`src/rtl/piso_pkg.sv`:
```
// Shared definitions for the parallel-in serial-out serializer.
// Macro PISO_MSB_FIRST_EN: when defined the word is sent MSB first
// (select counts 7 down to 0); otherwise LSB first (0 up to 7).
package piso_pkg;

  localparam int WORD_W = 8;
  localparam int SEL_W  = 3;

  typedef enum logic {
    IDLE  = 1'b0,
    SHIFT = 1'b1
  } state_e;

`ifdef PISO_MSB_FIRST_EN
  localparam logic [SEL_W-1:0] START_IDX = 3'd7;
  localparam logic [SEL_W-1:0] END_IDX   = 3'd0;
  localparam bit               SEL_DOWN  = 1'b1;
`else
  localparam logic [SEL_W-1:0] START_IDX = 3'd0;
  localparam logic [SEL_W-1:0] END_IDX   = 3'd7;
  localparam bit               SEL_DOWN  = 1'b0;
`endif

  // Bit index that follows sel in transmission order.
  function automatic logic [SEL_W-1:0] nextSel(input logic [SEL_W-1:0] sel);
    if (SEL_DOWN) begin
      return sel - SEL_W'(1);
    end
    return sel + SEL_W'(1);
  endfunction

endpackage

```
`src/rtl/piso_serializer_bit_hold_timer.sv`:
```
// Per-bit hold timer for piso_serializer.
// 'run' states whether the serializer will be shifting in the coming cycle.
// 'tick' is a look-ahead: it is high when the coming cycle is the final hold
// cycle of the current bit, so the parent can register its step and last_bit.
module bit_hold_timer #(
  parameter int HOLD_CYCLES = 1
) (
  input  logic clk,
  input  logic rst_n,
  input  logic run,
  output logic tick
);

  localparam logic [7:0] LAST = 8'(HOLD_CYCLES - 1);

  logic [7:0] count_q;
  logic [7:0] count_d;
  logic       running_q;

  // The count restarts at zero on the first shifting cycle and wraps after LAST.
  always_comb begin
    count_d = 8'd0;
    if (run && running_q) begin
      count_d = (count_q == LAST) ? 8'd0 : count_q + 8'd1;
    end
  end

  assign tick = run && (count_d == LAST);

  // Hold count and a record of whether the previous cycle was shifting.
  always_ff @(posedge clk or negedge rst_n) begin
    if (!rst_n) begin
      count_q   <= 8'd0;
      running_q <= 1'b0;
    end else begin
      count_q   <= count_d;
      running_q <= run;
    end
  end

endmodule

```
`src/rtl/piso_serializer.sv`:
```
// Parallel-in serial-out serializer: accepts an 8-bit word on a valid/ready
// handshake and presents it one bit per HOLD_CYCLES cycles, with select
// driving a downstream 8:1 mux. Bit order is chosen by PISO_MSB_FIRST_EN.
module piso_serializer
  import piso_pkg::*;
#(
  parameter int HOLD_CYCLES = 1
) (
  input  logic              clk,
  input  logic              rst_n,
  input  logic              in_valid,
  input  logic [WORD_W-1:0] data_in,
  output logic              in_ready,
  output logic [SEL_W-1:0]  select,
  output logic              data_out,
  output logic              out_valid,
  output logic              last_bit
);

  state_e             state_q;
  logic [SEL_W-1:0]   sel_q;
  logic [WORD_W-1:0]  word_q;
  logic               outValid_q;
  logic               inReady_q;
  logic               lastBit_q;
  logic               step_q;
  logic               tick;
  logic               finalStep;
  logic               runNext;

  assign finalStep = step_q && (sel_q == END_IDX);
  assign runNext   = (state_q == IDLE) ? in_valid : !finalStep;

  bit_hold_timer #(
    .HOLD_CYCLES(HOLD_CYCLES)
  ) u_timer (
    .clk  (clk),
    .rst_n(rst_n),
    .run  (runNext),
    .tick (tick)
  );

  // Handshake, bit stepping and registered status outputs in one state machine.
  always_ff @(posedge clk or negedge rst_n) begin
    if (!rst_n) begin
      state_q    <= IDLE;
      sel_q      <= START_IDX;
      word_q     <= '0;
      outValid_q <= 1'b0;
      inReady_q  <= 1'b1;
      lastBit_q  <= 1'b0;
      step_q     <= 1'b0;
    end else begin
      step_q <= tick;
      case (state_q)
        IDLE: begin
          if (in_valid) begin
            state_q    <= SHIFT;
            word_q     <= data_in;
            sel_q      <= START_IDX;
            outValid_q <= 1'b1;
            inReady_q  <= 1'b0;
            lastBit_q  <= 1'b0;
          end
        end
        SHIFT: begin
          if (finalStep) begin
            state_q    <= IDLE;
            sel_q      <= START_IDX;
            outValid_q <= 1'b0;
            inReady_q  <= 1'b1;
            lastBit_q  <= 1'b0;
          end else if (step_q) begin
            sel_q     <= nextSel(sel_q);
            lastBit_q <= tick && (nextSel(sel_q) == END_IDX);
          end else begin
            lastBit_q <= tick && (sel_q == END_IDX);
          end
        end
        default: state_q <= IDLE;
      endcase
    end
  end

  assign in_ready  = inReady_q;
  assign select    = sel_q;
  assign out_valid = outValid_q;
  assign last_bit  = lastBit_q;
  assign data_out  = outValid_q & word_q[sel_q];

endmodule

```
`config.mk`:
```
export PLATFORM = sky130hd
export DESIGN_NAME = piso_serializer
export DESIGN_NICKNAME = d
export VERILOG_FILES = /design/src/rtl/piso_pkg.sv /design/src/rtl/piso_serializer_bit_hold_timer.sv /design/src/rtl/piso_serializer.sv
export SDC_FILE = /design/constraint.sdc
export NUM_CORES = 1
export LEC_CHECK = 0
export ABC_AREA = 1
export CORE_ASPECT_RATIO = 1.1
export CORE_MARGIN = 2
export CORE_UTILIZATION = 40
export CTS_CLUSTER_SIZE = 8
export DETAILED_ROUTE_END_ITERATION = 8
export REMOVE_ABC_BUFFERS = 1
export SYNTH_ARGS = -nofsm -noshare
export SYNTH_HDL_FRONTEND = slang
export SYNTH_HIERARCHICAL = 1
export SYNTH_SLANG_ARGS = --single-unit
```
`constraint.sdc`:
```
create_clock -name clk -period 2.02 [get_ports clk]
set_clock_uncertainty 0.2 [all_clocks]
set_input_delay 0.404 -clock clk [delete_from_list [all_inputs] [get_ports clk]]
set_output_delay 0.404 -clock clk [all_outputs]
set_load 0.01 [all_outputs]
```
==> metrics.txt <==
Peak Freq=502 MHz; Netlist cell types=27; Max H-tree Level=1; Max-cap violations=0; die area=just under 4000 µm²; register area share after synthesis=~46%; Post-CTS Hold Buffers=0; clk slew on worst S/H paths=roughly 0.15 ns; layout cell share with drive strength beyond 1=around 28%; Row Count=22; chip height=roughly 65 µm; Die X=~60 µm; met3 wire len=151 µm; Worst slew margin=between 70% and 80%; via count=1220; Routed Antenna Nets=0; outcome=finished, final reports clean; CORE AREA=approximately 3300 µm²; worst slew pin tran=0.336 ns; Final Setup Violations=0; Synth Warn #=6; peak supply drop=roughly 0.00052 V; average wire per standard cell=12.8 µm; nets=~220; Syn Inst Count=169; Synth Register Bits=25; drt first pass iters=4; highest routed layer=met4; Antenna diodes=0; mean post-synth cell area=just over 8 µm²; setup TNS=0 ns; Hold Vio Cnt, Final=0; worst endpoint data arrival time=2.07 ns; initial antenna violation count=0; final wirelength=approximately 3.1 mm; Leakage=~0.96 nW; final worst path period share=98.7%; Setup CP Type=register to register; pwr/cell area=1210 nW/µm²; CTS tree=done; Starting Density=41.6%; hold_ws=between 0.2 and 0.25 ns; DR DRC count=0; vias in the first global route=roughly 1300; Min-Delay Path Class=input pin to async pin; met2 routed WL=roughly 1.5 mm; worst-case clock buffer depth=2; port bufs=17; drt first-iter violations=between 40 and 50; Final min period=around 2.0 ns; vias per cell=~5; first-pass GRT wire length=5.18 mm; clock root buffer master=clkbuf_4; Final Max Slew Viols=0; num ports=18; CP Launch Type=register; clock tree sinks=25; gr ovfl total=0; worst skew pair latency=between 0.3 and 0.4 ns; synthesized cell area=between 1000 and 1500 µm²; required time worst endpoint=roughly 2.1 ns; maximum fanout along the worst path=5; Final Wtd Congestion=between 0.9 and 1; GRT Util Overall=between 10% and 20%; largest net degree at the start of global routing=26; fillers=about 340; dpl hpwl=~2.3 mm; met1 WL=1.30 mm; CP Capture Type=register; unrepaired setup endpoints after global routing=true; CTS buffer count=3; Layout area overhead=30.8%
==> through the flow <==
stage	power [W]	utilization [%]	instance area, µm²	instances	setup slack [ns]
CTS	0.00211	52.5	1740	242	-0.00998
detailed placement	0.00182	50.5	1670	234	-0.229
global route	0.00237	54.4	1800	243	-0.125
finish	0.00218	54.4	1800	243	0.0265
floorplan	0.00136	-	1340	166	-0.124
global placement	0.00179	50.5	1670	234	-0.133
==> logic make-up after synthesis <==
group                    Yosys count  share of synthesized area, %
AND/OR/NAND/NOR                   88                          29.6
buffers and inverters             34                          11.1
flip-flops                        25                          45.7
AO/OA/AOI/OAI                     17                          9.02
adder cells (fa/ha/maj)            5                          4.56
==> what timing repair did <==
action                     CTS  global route
hold endpoints to repair     0             0
setup buffers                4             1
setup endpoints to repair    5             9
pin swaps                    3             9
resized for setup           12            15
==> report_power, final <==
part	internal, W	total [W]	switching [W]
Combinational	0.000573	0.00119	0.000616
Clock	0.0000756	0.000230	0.000155
Sequential	0.000674	0.000759	0.0000852
==> cells in the mapped netlist, drive strengths merged <==
master	n	area, µm²
a21oi	1	5.00
buf	3	33.8
dfrtp	24	601
dfstp	1	26.3
ha	5	62.6
inv	31	119
nand2	43	171
nand3	20	128
nand4	2	12.5
nor2	21	83.8
nor3	1	5.00
o211ai	1	7.51
o21a	1	7.51
o21ai	13	95.1
o32ai	1	8.76
or2	1	6.26
==> worst max-delay path, cell delays in order, from the launching register on <==
cell,delay [ns]
dfrtp_1,0.40
ha_2,0.20
ha_4,0.15
nand2_4,0.06
nor2_4,0.12
nor2_2,0.06
nand2_2,0.11
inv_4,0.06
o211ai_1,0.11
nand3_1,0.12
nor2_2,0.15
nand3_2,0.09
o21ai_2,0.10
==> state kept, by name (all words and copies together) (netlist names) <==
signal	count
in_ready	1
last_bit	1
out_valid	1
select	3
state_q	1
step_q	1
u_timer/count_q	8
u_timer/running_q	1
word_q	8
==> area by class of cell <==
| type | count | area [µm²] | area share [%] |
|---|---|---|---|
| multi-input combinational | 110 | 642 | 35.7 |
| sequential | 25 | 627 | 34.9 |
| timing repair buffer | 37 | 325 | 18.1 |
| inverter | 31 | 126 | 7.04 |
| tap | 36 | 45.0 | 2.51 |
| clock buffer | 3 | 22.5 | 1.25 |
| clock inverter | 1 | 7.51 | 0.418 |
==> cells in the final DEF, fill, tap and decap left out, types with 2 or more instances in the layout <==
cell type        instances
buf_4                   19
inv_2                    2
dlymetal6s2s_1           3
clkbuf_4                 3
ha_1                     3
o21ai_0                  2
inv_1                   25
nand2_2                  2
nand2_4                  2
nand4_1                  2
inv_4                    4
o21ai_1                  2
nand2_1                 39
nor2_2                   3
o21ai_2                  9
dfrtp_1                 24
nor2_1                  17
nand3_2                  5
nand3_1                 14
clkdlybuf4s50_1         12
==> routing by layer <==
layer | track usage [%] | vias up
li1 | - | 607
met1 | 18.4 | 566
met2 | 32.5 | 35
met3 | 2.36 | 12
met4 | 10.0 | 0
met5 | 0 | -
==> worst paths after layout <==
kind,slack (ns),depth (start not counted),from,end
worst max-delay path,0.03,12,select[1]$_DFFE_PN0P_,last_bit$_DFFE_PN0P_
worst min-delay path,0.22,2,rst_n,select[1]$_DFFE_PN0P_
worst max register to register,0.03,12,select[1]$_DFFE_PN0P_,last_bit$_DFFE_PN0P_
worst min register to register,0.31,2,last_bit$_DFFE_PN0P_,last_bit$_DFFE_PN0P_
max in group asynchronous,1.10,2,rst_n,in_ready$_DFFE_PN1P_
min in group clk,0.31,2,last_bit$_DFFE_PN0P_,last_bit$_DFFE_PN0P_
(Power assumes the default switching activity.)
